`src/rtl/alu_pkg.sv`:
```
// ---------------------------------------------------------------------------
// alu_pkg
//   Shared types for the sequential ALU slice.
//   - op_e    : 4-bit opcode encoding (codes 12-15 are unassigned and
//               execute as PASS)
//   - state_e : controller states
//   - is_multi: true for the opcodes that run in the multi-cycle shifter
// ---------------------------------------------------------------------------
package alu_pkg;

    typedef enum logic [3:0] {
        OP_PASS = 4'd0,
        OP_ADD  = 4'd1,
        OP_ADC  = 4'd2,
        OP_SUB  = 4'd3,
        OP_SBC  = 4'd4,
        OP_NAND = 4'd5,
        OP_SHL  = 4'd6,
        OP_SHR  = 4'd7,
        OP_RCL  = 4'd8,
        OP_RCR  = 4'd9,
        OP_SHLN = 4'd10,
        OP_SHRN = 4'd11
    } op_e;

    typedef enum logic [1:0] {
        ST_IDLE  = 2'd0,
        ST_SHIFT = 2'd1,
        ST_DONE  = 2'd2
    } state_e;

    function automatic logic is_multi(input logic [3:0] op);
        return (op == OP_SHLN) || (op == OP_SHRN);
    endfunction

endpackage

```
`src/rtl/alu_core.sv`:
```
// ---------------------------------------------------------------------------
// alu_core
//   Purely combinational single-step ALU. SHLN/SHRN evaluate to a single
//   one-bit shift; the sequencer repeats them to build an N-bit shift.
//   Ports:
//     op   [3:0]        opcode (alu_pkg::op_e encoding)
//     a, b [WIDTH-1:0]  operands
//     cin               carry in (ADC/SBC/RCL/RCR)
//     r    [WIDTH-1:0]  result
//     cout              carry out (1 = no borrow for SUB/SBC)
//     lt                result MSB
//     z                 result is zero
// ---------------------------------------------------------------------------
module alu_core
    import alu_pkg::*;
#(
    parameter int WIDTH = 8
) (
    input  logic [3:0]       op,
    input  logic [WIDTH-1:0] a,
    input  logic [WIDTH-1:0] b,
    input  logic             cin,
    output logic [WIDTH-1:0] r,
    output logic             cout,
    output logic             lt,
    output logic             z
);

    logic [WIDTH:0] sum;
    logic [WIDTH:0] cin_ext;

    always_comb begin
        sum     = '0;
        cin_ext = {{WIDTH{1'b0}}, cin};
        r       = a;
        cout    = 1'b0;
        case (op_e'(op))
            OP_ADD: begin
                sum       = {1'b0, a} + {1'b0, b};
                {cout, r} = sum;
            end
            OP_ADC: begin
                sum       = {1'b0, a} + {1'b0, b} + cin_ext;
                {cout, r} = sum;
            end
            OP_SUB: begin
                sum       = {1'b0, a} + {1'b0, ~b} + (WIDTH+1)'(1);
                {cout, r} = sum;
            end
            OP_SBC: begin
                sum       = {1'b0, a} + {1'b0, ~b} + cin_ext;
                {cout, r} = sum;
            end
            OP_NAND: begin
                r = ~(a & b);
            end
            OP_SHL, OP_SHLN: begin
                r    = {a[WIDTH-2:0], 1'b0};
                cout = a[WIDTH-1];
            end
            OP_SHR, OP_SHRN: begin
                r    = {1'b0, a[WIDTH-1:1]};
                cout = a[0];
            end
            OP_RCL: begin
                r    = {a[WIDTH-2:0], cin};
                cout = a[WIDTH-1];
            end
            OP_RCR: begin
                r    = {cin, a[WIDTH-1:1]};
                cout = a[0];
            end
            default: begin
                r    = a;
                cout = 1'b0;
            end
        endcase
    end

    assign lt = r[WIDTH-1];
    assign z  = (r == '0);

endmodule

```
`src/rtl/alu_seq.sv`:
```
// ---------------------------------------------------------------------------
// alu_seq
//   Sequential ALU: single-cycle ops finish one cycle after start, SHLN/SHRN
//   shift one bit per cycle for b[CW-1:0] cycles (one idle SHIFT cycle for a
//   count of zero). Result and flags are loaded on entry to DONE so they are
//   already valid while done is high.
//   Ports:
//     clk, rst                 clock, synchronous active-high reset
//     start, op, a, b, fl_we   request and operands (sampled in IDLE only)
//     busy                     high while shifting
//     done                     one-cycle completion pulse
//     o                        registered result
//     fl_carry, fl_lt, fl_z    registered flags (updated only if fl_we)
// ---------------------------------------------------------------------------
module alu_seq
    import alu_pkg::*;
#(
    parameter int WIDTH = 8,
    parameter int CW    = $clog2(WIDTH)
) (
    input  logic             clk,
    input  logic             rst,
    input  logic             start,
    input  logic [3:0]       op,
    input  logic [WIDTH-1:0] a,
    input  logic [WIDTH-1:0] b,
    input  logic             fl_we,
    output logic             busy,
    output logic             done,
    output logic [WIDTH-1:0] o,
    output logic             fl_carry,
    output logic             fl_lt,
    output logic             fl_z
);

    state_e           state_q, state_d;
    logic [3:0]       op_q, op_d;
    logic             we_q, we_d;
    logic [WIDTH-1:0] work_q, work_d;
    logic             c_q, c_d;
    logic [CW-1:0]    cnt_q, cnt_d;
    logic [WIDTH-1:0] o_q, o_d;
    logic             fc_q, fc_d;
    logic             flt_q, flt_d;
    logic             fz_q, fz_d;

    logic [3:0]       core_op;
    logic [WIDTH-1:0] core_a;
    logic             core_cin;
    logic [WIDTH-1:0] core_r;
    logic             core_cout, core_lt, core_z;

    // The core is shared: it evaluates the live request in IDLE and the
    // captured shift step in SHIFT.
    assign core_op  = (state_q == ST_SHIFT) ? op_q   : op;
    assign core_a   = (state_q == ST_SHIFT) ? work_q : a;
    assign core_cin = (state_q == ST_SHIFT) ? c_q    : fc_q;

    alu_core #(.WIDTH(WIDTH)) u_core (
        .op   (core_op),
        .a    (core_a),
        .b    (b),
        .cin  (core_cin),
        .r    (core_r),
        .cout (core_cout),
        .lt   (core_lt),
        .z    (core_z)
    );

    always_comb begin
        state_d = state_q;
        op_d    = op_q;
        we_d    = we_q;
        work_d  = work_q;
        c_d     = c_q;
        cnt_d   = cnt_q;
        o_d     = o_q;
        fc_d    = fc_q;
        flt_d   = flt_q;
        fz_d    = fz_q;
        case (state_q)
            ST_IDLE: begin
                if (start) begin
                    op_d = op;
                    we_d = fl_we;
                    if (is_multi(op)) begin
                        work_d  = a;
                        cnt_d   = b[CW-1:0];
                        c_d     = fc_q;
                        state_d = ST_SHIFT;
                    end else begin
                        o_d = core_r;
                        if (fl_we) begin
                            fc_d  = core_cout;
                            flt_d = core_lt;
                            fz_d  = core_z;
                        end
                        state_d = ST_DONE;
                    end
                end
            end
            ST_SHIFT: begin
                if (cnt_q == '0) begin
                    // Zero count: no shift, carry keeps the value seen at start.
                    o_d = work_q;
                    if (we_q) begin
                        fc_d  = c_q;
                        flt_d = work_q[WIDTH-1];
                        fz_d  = (work_q == '0);
                    end
                    state_d = ST_DONE;
                end else begin
                    work_d = core_r;
                    c_d    = core_cout;
                    cnt_d  = cnt_q - CW'(1);
                    if (cnt_q == CW'(1)) begin
                        o_d = core_r;
                        if (we_q) begin
                            fc_d  = core_cout;
                            flt_d = core_lt;
                            fz_d  = core_z;
                        end
                        state_d = ST_DONE;
                    end
                end
            end
            ST_DONE: begin
                state_d = ST_IDLE;
            end
            default: begin
                state_d = ST_IDLE;
            end
        endcase
    end

    always_ff @(posedge clk) begin
        if (rst) begin
            state_q <= ST_IDLE;
            op_q    <= '0;
            we_q    <= 1'b0;
            work_q  <= '0;
            c_q     <= 1'b0;
            cnt_q   <= '0;
            o_q     <= '0;
            fc_q    <= 1'b0;
            flt_q   <= 1'b0;
            fz_q    <= 1'b0;
        end else begin
            state_q <= state_d;
            op_q    <= op_d;
            we_q    <= we_d;
            work_q  <= work_d;
            c_q     <= c_d;
            cnt_q   <= cnt_d;
            o_q     <= o_d;
            fc_q    <= fc_d;
            flt_q   <= flt_d;
            fz_q    <= fz_d;
        end
    end

    assign busy     = (state_q == ST_SHIFT);
    assign done     = (state_q == ST_DONE);
    assign o        = o_q;
    assign fl_carry = fc_q;
    assign fl_lt    = flt_q;
    assign fl_z     = fz_q;

endmodule

```
`config.mk`:
```
export PLATFORM = sky130hd
export DESIGN_NAME = alu_seq
export DESIGN_NICKNAME = d
export VERILOG_FILES = /design/src/rtl/alu_pkg.sv /design/src/rtl/alu_core.sv /design/src/rtl/alu_seq.sv
export SDC_FILE = /design/constraint.sdc
export NUM_CORES = 1
export LEC_CHECK = 0
export ABC_CLOCK_PERIOD_IN_PS = 4300
export CORE_MARGIN = 3
export CORE_UTILIZATION = 25
export CTS_CLUSTER_SIZE = 12
export DETAILED_ROUTE_END_ITERATION = 10
export MAX_ROUTING_LAYER = met4
export PLACE_DENSITY = 0.45
export SETUP_SLACK_MARGIN = 0.05
export SYNTH_ARGS = -nofsm -noshare
export SYNTH_HDL_FRONTEND = slang
export SYNTH_SLANG_ARGS = --single-unit
```
`constraint.sdc`:
```
create_clock -name clk -period 4.3 [get_ports clk]
set_input_delay 0.43 -clock clk [delete_from_list [all_inputs] [get_ports clk]]
set_output_delay 0.43 -clock clk [all_outputs]
set_load 0.02 [all_outputs]
```
==> implementation parameters <==
Parameter                              Value

Global routing
  First-pass GRT wire length ... 20300 um
  Maximum number of pins on one net before global-route repair ... 33
  Number of global-route vias before repair ... 3699
  Initial antenna violation count ... 0
  Congestion Overflow GR ... 0
  GRT Total Usage ... 0.159

Setup path
  Type of the worst setup path ... reg2reg
  Ordered cell list for the critical path ... nand2b_2 > buf_4 > nand2_1 > nand2_1 > ha_1 > inv_1 > fa_1 > xor2_2 > and4_1 > mux2i_1 > or4_1 > nand3_1 > nand3b_1 > a31oi_2 > nand2_1 > a311oi_2
  Capturing element type of the critical path ... register
  Worst endpoint required time ... 4490 ps
  Worst-path maximum fanout ... 13
  Crit path max-delay cell type ... or4_1
  Flop-to-flop setup slack ... 400 ps
  CP Data Arrival Time ... 4090 ps
  Reg-to-reg endpoint ... o[7]$_SDFFE_PP0P_
  Path depth of the worst reg2reg path ... 16
  Worst setup path endpoint ... o[7]$_SDFFE_PP0P_
  CP Launch Type ... register
  Critical path startpoint ... state_q[1]$_SDFFE_PP0P_
  Slowest Stage Delay on Critical Path ... 560 ps
  Critical Path Most Common Cell ... nand2_1
  Launch instance of the worst register-to-register path ... state_q[1]$_SDFFE_PP0P_

CTS
  Number of setup buffers added after CTS ... 0
  Total number of clock tree sinks ... 30
  Clk slew on worst S/H paths ... 50 ps
  CTS H-tree depth ... 2
  Latest clock arrival within the worst-skew pair ... 280 ps
  Count of instances resized after the clock tree is built ... 0
  TritonCTS clock tree ... built
  Max Root-Sink Buffers ... 2
  Buffer cell driving the clock tree root ... clkbuf_16
  Hold Buf Count CTS ... 0
  Number of buffers added by the clock tree synthesis step ... 5

Floorplan
  Core Region ... 0.0141 mm2
  Initial core utilization ... 0.260
  Die span in y ... 127 um
  Standard-cell rows ... 43
  Ports ... 37
  Die Area ... 0.0162 mm2
  Die W ... 127 um

Placed design
  Total of buffers placed on input and output ports ... 36
  Post-DP HPWL ... 10300 um
  Global placement routability congestion ... 0.971
  Cell total after placement ... 711

Status
  Status ... finished, final reports clean

STA
  Remaining max-slew budget at the tightest pin ... 0.258
  Setup Total Neg Slack ... 0 ps
  Final Hold Vio Count ... 0
  Fmax ... 0.256 GHz
  Setup skew after layout ... 5.96 ps
  Final count of negative-setup-slack endpoints ... 0
  Portion of the clock cycle consumed by the worst path in the final layout ... 0.908
  Worst hold slack ... 469 ps
  Final critical path time including I/O delays and setup ... 3900 ps
  Transition time at the pin with the least slew margin ... 1110 ps
  Number of pins with negative max-slew slack in the final report ... 0
  RSZ-0062 raised after global routing ... false

Logic synthesis
  Avg Inst Size Synth ... 7.33 um2
  Seq cells post-synth ... 30
  Xor-xnor portion of the synthesized cell area ... 0.0382
  Mux share of post-synthesis cell area ... 0.0474
  Simple-gate share of the synthesized area ... 0.290
  Adder-cell area share of the yosys netlist ... 0.0995
  Post-Syn Nets ... 553
  Warning count from the yosys run ... 0
  Number of distinct library cell variants in the gate-level netlist after synthesis ... 83
  EDFF count, synth ... 0
  Commonest register cell after synthesis ... dfxtp_1
  Async set-or-reset flop fraction in the synthesized netlist ... 0
  Complex-gate fraction of the synthesized area ... 0.296
  Sequential share of the synthesized area ... 0.164
  Post-synthesis cell area ... 0.00367 mm2
  Largest family of logic cells by synthesized area ... compound AO/OA/AOI/OAI gates
  Post-Syn Instances ... 501

Final layout
  Fillcell total ... 1549
  Highest-count cells in the layout ignoring fill and taps ... 74 x nand2_1, 59 x nor2_1, 36 x clkdlybuf4s50_1, 30 x dfxtp_1, 27 x inv_1
  Non-filler instance count after layout ... 719
  Fraction of layout cells with a size suffix above 1 ... 0.115
  Synth-to-layout area growth ... 20.7%
  Most common library cell in the layout ignoring fill and taps ... nand2_1
  Final layout net count ... 590
  Antenna diode count ... 0

Pwr
  Design Power ... 1.20 mW
  Static leakage ... 1.73 nW
  Maximum ir drop on the vdd rail ... 0.000159 V
  Power density cells ... 272 mW/mm2

Detailed routing
  Initial DRC count ... 343
  Drt via density ... 5.43
  Residual antenna-violating net count after detailed routing ... 0
  DRC violation count after routing ... 0
  Wire per inst ... 17.9 um
  Number of vias in the routed layout ... 3906
  Total wire length after detailed routing ... 12900 um
  Pre-Repair DR Iteration Count ... 6

Min path
  Type of the tightest min-delay check ... reg2reg

Run
  Maximum Capacitance Violations ... 0
[kinds of logic after synthesis]
kind of cell             Yosys count
AND/OR/NAND/NOR                  217
buffers and inverters             54
flip-flops                        30
multiplexers                      15
AO/OA/AOI/OAI                    141
adder cells (fa/ha/maj)           28
XOR/XNOR                          16
[power breakdown]
group          internal [mW]  leakage (nW)  switching [mW]
Sequential             0.299         0.246          0.0183
Combinational          0.222          1.41           0.309
Clock                  0.229        0.0739           0.126
[synthesized netlist by cell type, drive strengths merged (5+ instances only)]
cell type / number / area, um2
nor4: 5 / 43.8
inv: 28 / 105
ha: 26 / 325
o22ai: 5 / 31.3
dfxtp: 30 / 601
a311oi: 13 / 126
nor3: 17 / 100
nor2: 59 / 221
xnor2: 12 / 105
a31oi: 8 / 56.3
a211oi: 10 / 85.1
or3: 5 / 31.3
a221oi: 5 / 56.3
nand3: 14 / 70.1
nand2b: 8 / 52.6
o21ai: 18 / 93.8
clkbuf: 12 / 45.0
mux2i: 12 / 140
a21oi: 23 / 119
o211ai: 14 / 105
nor2b: 8 / 50.1
buf: 13 / 87.6
nand2: 74 / 278
a22oi: 5 / 37.5
[per-layer routing]
| metal | wire [um] | track usage |
|---|---|---|
| met3 | 538 | 0.0217 |
| met2 | 5730 | 0.245 |
| met5 | 0 | - |
| met1 | 6410 | 0.227 |
| met4 | 177 | 0.0240 |
[per-stage QoR]
step                instance area, um2  setup slack, ps  utilization
floorplan                         3670              619            -
global placement                  4270              354        0.302
detailed placement                4270              259        0.302
CTS                               4420              363        0.312
global route                      4430             98.9        0.313
finish                            4430              396        0.313
[critical path, delay by kind of cell, from the launching register on]
family                   cells  cell delay [ps]
multiplexers                 1              130
buffers and inverters        2              290
XOR/XNOR                     1              240
AND/OR/NAND/NOR              8             1620
flip-flops                   1              320
AO/OA/AOI/OAI                2              500
adder cells (fa/ha/maj)      2              690
[worst min-delay path by stage]
stage,endpoint,cells past startpoint,startpoint
4_1_cts,fl_lt$_SDFFE_PP0P_,2,fl_lt$_SDFFE_PP0P_
3_5_place_dp,fl_lt$_SDFFE_PP0P_,2,fl_lt$_SDFFE_PP0P_
6_report,fl_lt$_SDFFE_PP0P_,2,fl_lt$_SDFFE_PP0P_
5_1_grt,fl_lt$_SDFFE_PP0P_,2,fl_lt$_SDFFE_PP0P_
3_3_place_gp,fl_lt$_SDFFE_PP0P_,2,fl_lt$_SDFFE_PP0P_
2_1_floorplan,we_q$_SDFFE_PP0P_,2,we_q$_SDFFE_PP0P_
[state kept, by name (all words and copies together) (netlist names)]
signal,cells
work_q,8
we_q,1
o,8
op_q,4
c_q,1
cnt_q,3
fl_carry,1
fl_z,1
fl_lt,1
state_q,2
[cell type report]
type                       instances  area (um2)  area share
clock inverter                     1        5.00     0.00113
sequential                        30         601       0.135
multi-input combinational        417        2850       0.642
inverter                          29         109      0.0245
clock buffer                       7         143      0.0322
tap                              180         225      0.0508
timing repair buffer              55         503       0.113
Note: power is estimated with default switching activity, not from simulation.
